[src/rtl/p4_router_vnp4_metadata_aligner_if.sv]
// AXI-Stream data channel used on both the core side and the egress side of the aligner.
interface p4_router_vnp4_metadata_aligner_if #(
    parameter int unsigned DATA_BYTES = 64
);
    logic [8*DATA_BYTES-1:0] tdata;
    logic [DATA_BYTES-1:0]   tkeep;
    logic                    tlast;
    logic                    tvalid;
    logic                    tready;

    modport master (output tdata, tkeep, tlast, tvalid, input tready);
    modport slave  (input tdata, tkeep, tlast, tvalid, output tready);
endinterface

[src/rtl/p4_router_vnp4_metadata_aligner.sv]
// Sideband companion for a Vitis Net P4 core: SOF metadata strobe on ingress, per-packet
// egress-spec to physical-port mapping re-attached as tuser (or packet drop) on egress.
module p4_router_vnp4_metadata_aligner #(
    parameter int unsigned NUM_PORTS     = 8,
    parameter int unsigned PORT_W        = $clog2(NUM_PORTS),
    parameter int unsigned DATA_BYTES    = 64,
    parameter int unsigned MD_FIFO_DEPTH = 16,
    parameter bit          DROP_UNMAPPED = 1'b1,
    parameter int unsigned EGR_DEFAULT   = 0,
    parameter int unsigned CNT_W         = 32
) (
    input  logic                             clk,
    input  logic                             areset,
    input  logic                             s_tvalid,
    input  logic                             s_tready,
    input  logic                             s_tlast,
    input  logic [PORT_W-1:0]                s_ing_port,
    output logic [PORT_W-1:0]                md_in_ing_port,
    output logic                             md_in_valid,
    input  logic [PORT_W-1:0]                core_md_egr_spec,
    input  logic [PORT_W-1:0]                core_md_ing_port,
    input  logic                             core_md_valid,
    p4_router_vnp4_metadata_aligner_if.slave  core,
    p4_router_vnp4_metadata_aligner_if.master m,
    output logic [PORT_W-1:0]                m_tuser_egr_port,
    output logic [PORT_W-1:0]                m_tuser_ing_port,
    input  logic                             map_wr_en,
    input  logic [PORT_W-1:0]                map_wr_addr,
    input  logic [PORT_W-1:0]                map_wr_port,
    input  logic                             map_wr_valid,
    output logic [CNT_W-1:0]                 drop_count,
    output logic                             md_overflow,
    input  logic                             md_overflow_clr,
    output logic [$clog2(MD_FIFO_DEPTH):0]   fifo_level
);
    localparam int unsigned AW = $clog2(MD_FIFO_DEPTH);
    localparam int unsigned LW = AW + 1;

    typedef enum logic [1:0] {
        IDLE = 2'd0,
        PASS = 2'd1,
        DROP = 2'd2
    } state_t;

    state_t r_state;
    state_t w_state_nxt;

    logic                r_in_sof;
    logic [2*PORT_W-1:0] r_fifo_mem [MD_FIFO_DEPTH];
    logic [AW-1:0]       r_wr_ptr;
    logic [AW-1:0]       r_rd_ptr;
    logic [LW-1:0]       r_level;
    logic [PORT_W-1:0]   r_map_port [NUM_PORTS];
    logic [NUM_PORTS-1:0] r_map_vld;
    logic [PORT_W-1:0]   r_tuser_egr;
    logic [PORT_W-1:0]   r_tuser_ing;
    logic [CNT_W-1:0]    r_drop_cnt;
    logic                r_overflow;

    logic                w_empty;
    logic                w_full;
    logic                w_push;
    logic                w_pop;
    logic                w_ovf_set;
    logic [2*PORT_W-1:0] w_rd_entry;
    logic [PORT_W-1:0]   w_rd_spec;
    logic [PORT_W-1:0]   w_rd_ing;
    logic                w_map_hit;
    logic                w_load_tuser;
    logic [PORT_W-1:0]   w_tuser_egr;
    logic                w_drop_inc;

    // Ingress monitor
    assign md_in_valid    = s_tvalid & s_tready & r_in_sof;
    assign md_in_ing_port = s_ing_port;

    always_ff @(posedge clk or posedge areset) begin
        if (areset) begin
            r_in_sof <= 1'b1;
        end else if (s_tvalid && s_tready) begin
            r_in_sof <= s_tlast;
        end
    end

    // Metadata FIFO
    assign w_empty    = (r_level == '0);
    assign w_full     = (r_level == LW'(MD_FIFO_DEPTH));
    // When full, the pop frees the slot that wr_ptr (== rd_ptr) overwrites at the same edge.
    assign w_push     = core_md_valid && (!w_full || w_pop);
    assign w_ovf_set  = core_md_valid && w_full && !w_pop;
    assign w_rd_entry = r_fifo_mem[r_rd_ptr];
    assign w_rd_spec  = w_rd_entry[2*PORT_W-1:PORT_W];
    assign w_rd_ing   = w_rd_entry[PORT_W-1:0];
    assign w_map_hit  = (int'(w_rd_spec) < int'(NUM_PORTS)) && r_map_vld[w_rd_spec];

    always_ff @(posedge clk) begin
        if (w_push) begin
            r_fifo_mem[r_wr_ptr] <= {core_md_egr_spec, core_md_ing_port};
        end
    end

    always_ff @(posedge clk or posedge areset) begin
        if (areset) begin
            r_wr_ptr <= '0;
            r_rd_ptr <= '0;
            r_level  <= '0;
        end else begin
            if (w_push) begin
                r_wr_ptr <= r_wr_ptr + 1'b1;
            end
            if (w_pop) begin
                r_rd_ptr <= r_rd_ptr + 1'b1;
            end
            if (w_push && !w_pop) begin
                r_level <= r_level + 1'b1;
            end else if (w_pop && !w_push) begin
                r_level <= r_level - 1'b1;
            end
        end
    end

    always_ff @(posedge clk or posedge areset) begin
        if (areset) begin
            r_overflow <= 1'b0;
        end else if (w_ovf_set) begin
            r_overflow <= 1'b1;
        end else if (md_overflow_clr) begin
            r_overflow <= 1'b0;
        end
    end

    // Egress map; lookups read the pre-write value in a write/lookup collision
    always_ff @(posedge clk or posedge areset) begin
        if (areset) begin
            r_map_vld <= '0;
            for (int unsigned i = 0; i < NUM_PORTS; i++) begin
                r_map_port[i] <= '0;
            end
        end else if (map_wr_en && (int'(map_wr_addr) < int'(NUM_PORTS))) begin
            r_map_port[map_wr_addr] <= map_wr_port;
            r_map_vld[map_wr_addr]  <= map_wr_valid;
        end
    end

    // Egress FSM
    always_ff @(posedge clk or posedge areset) begin
        if (areset) begin
            r_state <= IDLE;
        end else begin
            r_state <= w_state_nxt;
        end
    end

    always_comb begin
        w_state_nxt  = r_state;
        w_pop        = 1'b0;
        w_load_tuser = 1'b0;
        w_tuser_egr  = '0;
        w_drop_inc   = 1'b0;
        core.tready  = 1'b0;
        m.tvalid     = 1'b0;
        m.tdata      = '0;
        m.tkeep      = '0;
        m.tlast      = 1'b0;
        case (r_state)
            IDLE: begin
                if (!w_empty && core.tvalid) begin
                    w_pop        = 1'b1;
                    w_load_tuser = 1'b1;
                    if (w_map_hit) begin
                        w_tuser_egr = r_map_port[w_rd_spec];
                        w_state_nxt = PASS;
                    end else if (!DROP_UNMAPPED) begin
                        w_tuser_egr = PORT_W'(EGR_DEFAULT);
                        w_state_nxt = PASS;
                    end else begin
                        w_drop_inc  = 1'b1;
                        w_state_nxt = DROP;
                    end
                end
            end
            PASS: begin
                m.tvalid    = core.tvalid;
                m.tdata     = core.tdata;
                m.tkeep     = core.tkeep;
                m.tlast     = core.tlast;
                core.tready = m.tready;
                if (core.tvalid && m.tready && core.tlast) begin
                    w_state_nxt = IDLE;
                end
            end
            DROP: begin
                core.tready = 1'b1;
                if (core.tvalid && core.tlast) begin
                    w_state_nxt = IDLE;
                end
            end
            default: w_state_nxt = IDLE;
        endcase
    end

    always_ff @(posedge clk or posedge areset) begin
        if (areset) begin
            r_tuser_egr <= '0;
            r_tuser_ing <= '0;
        end else if (w_load_tuser) begin
            r_tuser_egr <= w_tuser_egr;
            r_tuser_ing <= w_rd_ing;
        end
    end

    always_ff @(posedge clk or posedge areset) begin
        if (areset) begin
            r_drop_cnt <= '0;
        end else if (w_drop_inc && (r_drop_cnt != '1)) begin
            r_drop_cnt <= r_drop_cnt + 1'b1;
        end
    end

    assign m_tuser_egr_port = r_tuser_egr;
    assign m_tuser_ing_port = r_tuser_ing;
    assign drop_count       = r_drop_cnt;
    assign md_overflow      = r_overflow;
    assign fifo_level       = r_level;
endmodule

[src/flat_wrapper.sv]
// flat-port wrapper written by rule: the top's interface ports become plain ports
module p4_router_vnp4_metadata_aligner_flat 
#(
    parameter int unsigned NUM_PORTS     = 8,
    parameter int unsigned PORT_W        = $clog2(NUM_PORTS),
    parameter int unsigned DATA_BYTES    = 64,
    parameter int unsigned MD_FIFO_DEPTH = 16,
    parameter bit          DROP_UNMAPPED = 1'b1,
    parameter int unsigned EGR_DEFAULT   = 0,
    parameter int unsigned CNT_W         = 32
)
  (clk, areset, s_tvalid, s_tready, s_tlast, s_ing_port, md_in_ing_port, md_in_valid, core_md_egr_spec, core_md_ing_port, core_md_valid, m_tuser_egr_port, m_tuser_ing_port, map_wr_en, map_wr_addr, map_wr_port, map_wr_valid, drop_count, md_overflow, md_overflow_clr, fifo_level, core_tdata, core_tkeep, core_tlast, core_tvalid, core_tready, m_tdata, m_tkeep, m_tlast, m_tvalid, m_tready);
  p4_router_vnp4_metadata_aligner_if #(.DATA_BYTES(DATA_BYTES)) core_i ();
  p4_router_vnp4_metadata_aligner_if #(.DATA_BYTES(DATA_BYTES)) m_i ();
  input  logic clk;
  input  logic areset;
  input  logic s_tvalid;
  input  logic s_tready;
  input  logic s_tlast;
  input  logic [PORT_W-1:0] s_ing_port;
  output logic [PORT_W-1:0] md_in_ing_port;
  output logic md_in_valid;
  input  logic [PORT_W-1:0] core_md_egr_spec;
  input  logic [PORT_W-1:0] core_md_ing_port;
  input  logic core_md_valid;
  output logic [PORT_W-1:0] m_tuser_egr_port;
  output logic [PORT_W-1:0] m_tuser_ing_port;
  input  logic map_wr_en;
  input  logic [PORT_W-1:0] map_wr_addr;
  input  logic [PORT_W-1:0] map_wr_port;
  input  logic map_wr_valid;
  output logic [CNT_W-1:0] drop_count;
  output logic md_overflow;
  input  logic md_overflow_clr;
  output logic [$clog2(MD_FIFO_DEPTH):0] fifo_level;
  input wire logic [$bits(core_i.tdata)-1:0] core_tdata;
  input wire logic [$bits(core_i.tkeep)-1:0] core_tkeep;
  input wire logic [$bits(core_i.tlast)-1:0] core_tlast;
  input wire logic [$bits(core_i.tvalid)-1:0] core_tvalid;
  output wire logic [$bits(core_i.tready)-1:0] core_tready;
  output wire logic [$bits(m_i.tdata)-1:0] m_tdata;
  output wire logic [$bits(m_i.tkeep)-1:0] m_tkeep;
  output wire logic [$bits(m_i.tlast)-1:0] m_tlast;
  output wire logic [$bits(m_i.tvalid)-1:0] m_tvalid;
  input wire logic [$bits(m_i.tready)-1:0] m_tready;
  assign core_i.tdata = core_tdata;
  assign core_i.tkeep = core_tkeep;
  assign core_i.tlast = core_tlast;
  assign core_i.tvalid = core_tvalid;
  assign core_tready = core_i.tready;
  assign m_tdata = m_i.tdata;
  assign m_tkeep = m_i.tkeep;
  assign m_tlast = m_i.tlast;
  assign m_tvalid = m_i.tvalid;
  assign m_i.tready = m_tready;
  p4_router_vnp4_metadata_aligner #(.NUM_PORTS(NUM_PORTS), .PORT_W(PORT_W), .DATA_BYTES(DATA_BYTES), .MD_FIFO_DEPTH(MD_FIFO_DEPTH), .DROP_UNMAPPED(DROP_UNMAPPED), .EGR_DEFAULT(EGR_DEFAULT), .CNT_W(CNT_W)) u_core (.clk(clk), .areset(areset), .s_tvalid(s_tvalid), .s_tready(s_tready), .s_tlast(s_tlast), .s_ing_port(s_ing_port), .md_in_ing_port(md_in_ing_port), .md_in_valid(md_in_valid), .core_md_egr_spec(core_md_egr_spec), .core_md_ing_port(core_md_ing_port), .core_md_valid(core_md_valid), .core(core_i), .m(m_i), .m_tuser_egr_port(m_tuser_egr_port), .m_tuser_ing_port(m_tuser_ing_port), .map_wr_en(map_wr_en), .map_wr_addr(map_wr_addr), .map_wr_port(map_wr_port), .map_wr_valid(map_wr_valid), .drop_count(drop_count), .md_overflow(md_overflow), .md_overflow_clr(md_overflow_clr), .fifo_level(fifo_level));
endmodule
[config.mk]
export PLATFORM = sky130hd
export DESIGN_NAME = p4_router_vnp4_metadata_aligner_flat
export DESIGN_NICKNAME = d
export VERILOG_FILES = /design/src/rtl/p4_router_vnp4_metadata_aligner_if.sv /design/src/rtl/p4_router_vnp4_metadata_aligner.sv /design/src/flat_wrapper.sv
export SDC_FILE = /design/constraint.sdc
export NUM_CORES = 1
export LEC_CHECK = 0
export ABC_AREA = 1
export BUFFER_PORTS_ARGS = -buffer_cell sky130_fd_sc_hd__buf_4
export CAP_MARGIN = 20
export CORE_AREA = 2 2 482 484
export CTS_CLUSTER_SIZE = 30
export DETAILED_ROUTE_END_ITERATION = 10
export DIE_AREA = 0 0 484 486
export GPL_TIMING_DRIVEN = 0
export PLACE_DENSITY_LB_ADDON = 0.15
export SYNTH_ARGS = -nofsm -noshare
export SYNTH_HDL_FRONTEND = slang
export SYNTH_SLANG_ARGS = --single-unit
[constraint.sdc]
create_clock -name clk -period 6.15 [get_ports clk]
set_clock_uncertainty 0.2 [all_clocks]
set_input_delay 0.3075 -clock clk [delete_from_list [all_inputs] [get_ports clk]]
set_output_delay 0.3075 -clock clk [all_outputs]
set_load 0.005 [all_outputs]
==> impl_metrics.env <==
export IMPL_yosys_register_bits=183
export IMPL_worst_pin_slew_ps=1060
export IMPL_arrival_ps=4330
export IMPL_insertion_delay_ps=460
export IMPL_placed_cell_area_um2=26400
export IMPL_drv_slew=0
export IMPL_die_x_um=484
export IMPL_power_density_nw_per_um2=289
export IMPL_fin_nets=4034
export IMPL_yosysWarnings=0
export IMPL_wl_per_cell_um=23.9
export IMPL_fin_crit_ps=4840
export IMPL_r2r_setup_slack_ps=2260
export IMPL_htreeDepth=4
export IMPL_cp_max_fo=10
export IMPL_rsz0062_at_grt="no"
export IMPL_reg2reg_depth=16
export IMPL_finalPower_w=0.00783
export IMPL_first_pass_iters=5
export IMPL_grt_remaining_overflow=0
export IMPL_grt_pass1_wl_mm=195
export IMPL_hold_viol_final=0
export IMPL_finalSetupViolCount=0
export IMPL_synth_distinct_cells=40
export IMPL_path_cells="inv_1 > ha_1 > clkbuf_1 > clkbuf_2 > clkbuf_1 > clkbuf_1 > nand2_1 > inv_1 > buf_4"
export IMPL_final_cell_area_um2=27100
export IMPL_grt_max_degree=47
export IMPL_cts_sinks=183
export IMPL_viasPerCell=2.81
export IMPL_postRouteAntennaNets=0
export IMPL_place_hpwl_mm=140
export IMPL_critPathBufInv=7
export IMPL_drt_first_iter_violations=872
export IMPL_startpoint="u_core.r_state[1]"
export IMPL_syn_num_nets=2773
export IMPL_holdCritPathClass="input port to register"
export IMPL_drc=0
export IMPL_slew_headroom=0.296
export IMPL_cts_root_buffer="clkbuf_16"
export IMPL_synth_seq_area_share=0.380
export IMPL_vias=18165
export IMPL_rows=176
export IMPL_cap_viol_max_count=0
export IMPL_syn_inst=2156
export IMPL_reg2reg_to="u_core.fifo_level[4]"
export IMPL_ys_flop_type="edfxtp_1"
export IMPL_clock_fmax_mhz=207
export IMPL_hold_path_depth=1
export IMPL_crit_type="register to output port"
export IMPL_dp_cells=6412
export IMPL_drive_gt1_frac=0.379
export IMPL_cts_tree="yes"
export IMPL_track_usage=0.125
export IMPL_cts_buffer_depth=2
export IMPL_crit_path_max_incr_delay_ps=840
export IMPL_fp_dieArea_um2=235000
export IMPL_routed_wl_mm=155
export IMPL_crit_family="buffers and inverters"
export IMPL_numCtsBuffers=17
export IMPL_rr_startpoint="u_core.fifo_level[0]"
export IMPL_critPathRequiredTime_ps=5640
export IMPL_leakage_nw=16.6
export IMPL_cp_slowest_cell="clkbuf_1"
export IMPL_io_pins=1230
export IMPL_fin_crit_sh=0.787
export IMPL_peakVddDrop_mv=0.224
export IMPL_critPathLaunchType="register"
export IMPL_synthArstFlopShare=0.475
export IMPL_cp_endpoint="m_tdata[341]"
export IMPL_path_clk_slew_ps=80
export IMPL_antenna_found_initial=59
export IMPL_gp_congestion=0.904
export IMPL_setup_tns_ps=0
export IMPL_core_area_um2=229000
export IMPL_cp_depth=9
export IMPL_mostFrequentLayoutCells="1236 x buf_4, 843 x nand2_1, 638 x inv_1, 117 x nand3_1, 96 x edfxtp_1"
export IMPL_area_growth_pct=104
export IMPL_status="finished, final reports clean"
export IMPL_die_y_um=486
export IMPL_stdcell_count=6469
export IMPL_netlist_area_um2=13300
export IMPL_crit_top_cell="clkbuf_1"
export IMPL_start_util=0.0581
export IMPL_grt_pass1_vias=18611
export IMPL_port_buffer_count=1226
export IMPL_layout_commonest_cell="buf_4"
export IMPL_cts_resized_gates=0
export IMPL_synth_area_per_cell_um2=6.18
export IMPL_critPathCaptureType="output port"
export IMPL_synth_edf_count=96
-- final cells by class --
cell class	count	area [µm²]
Antenna cell	13	32.5
Buffer	100	460
Clock buffer	20	457
Clock inverter	12	131
Fill cell	27100	202000
Inverter	646	2430
Multi-Input combinational cell	1227	5380
Sequential cell	183	5060
Tap cell	3026	3790
Timing Repair Buffer	1242	9380
-- what timing repair did --
item / in CTS / in global routing
hold buffers: 12 / 0
endpoints found under the hold margin: 114 / 0
buffers inserted: 0 / 0
-- how the worst min path moves through the flow --
stage / startpoint / endpoint / slack, ps
global placement: u_core.r_in_sof / u_core.r_in_sof / 270
finish: core_md_egr_spec[1] / u_core.r_fifo_mem[1][4] / 20
CTS: core_md_egr_spec[1] / u_core.r_fifo_mem[0][4] / 8
global route: core_md_egr_spec[1] / u_core.r_fifo_mem[1][4] / 20
floorplan: core_md_ing_port[0] / u_core.r_fifo_mem[0][0] / 210
detailed placement: u_core.r_in_sof / u_core.r_in_sof / 270
-- synthesized netlist by cell type (all sizes together), types with 7 or more instances --
master,instances,area (µm²)
dfrtp,86,2150
ha,13,163
nand2,847,3200
inv,644,2420
nor2,82,310
o22ai,7,43.8
xnor2,10,87.6
nand4,8,50.1
a21oi,8,40.0
nand3,119,613
o21ai,58,290
o221ai,8,70.1
buf,28,185
edfxtp,96,2880
xor2,27,236
clkbuf,72,272
nor3,12,65.1
nor4,8,50.1
-- report_power, final --
group	switching, W	internal [W]
Combinational	0.00323	0.00183
Sequential	0.000126	0.00148
Clock	0.000573	0.000597
Total	0.00393	0.00390
-- state kept, by name (all words and copies together), names as in the netlist --
signal                   count
u_core.r_fifo_mem           96
u_core.drop_count           32
u_core.r_map_port           24
u_core.r_map_vld             8
u_core.fifo_level            5
u_core.r_rd_ptr              4
u_core.r_wr_ptr              4
u_core.m_tuser_egr_port      3
u_core.m_tuser_ing_port      3
u_core.r_state               2
u_core.md_overflow           1
u_core.r_in_sof              1
-- through the flow --
step	hold slack, ps	utilization	worst slack, ps
final	17.6	0.118	1310
after global routing	17.5	0.118	1080
after CTS	7.98	0.118	1100
after detailed placement	271	0.115	1650
after global placement	266	0.115	211
after floorplan	206	-	3070
-- kinds of logic (layout without fill, tap and decap cells) --
logic type / count (synthesis) / count (layout) / synth area share
buffers and inverters: 746 / 2020 / 0.216
AOI/OAI and AO/OA: 95 / 95 / 0.0411
adders and majority gates: 14 / 14 / 0.0137
xor gates and xnor gates: 37 / 37 / 0.0243
and+or+nand+nor: 1081 / 1081 / 0.325
DFF: 183 / 183 / 0.380
other: 0 / 13 / 0
-- worst register-to-register path, cell delays in order (launching register included) --
cell and delay (ps):
dfrtp_1 470, nor4_1 440, nand2_1 100, nand2_1 100, inv_1 40, nand2_1 290, nand3_1 170, nand2_1 250
clkinv_1 260, ha_1 300, inv_1 140, ha_1 290, a21o_1 170, a21oi_1 170, nor2_1 60, nor2_1 200
xor2_1 160
-- layer usage --
metal	track usage	vias to the layer above	part of all wire
met5	0	-	0.00084
met4	0.0268	24	0.024
met3	0.0472	120	0.085
met2	0.229	748	0.51
met1	0.137	8569	0.38
li1	-	8704	-
No activity file was read; power rests on OpenSTA's default activity.
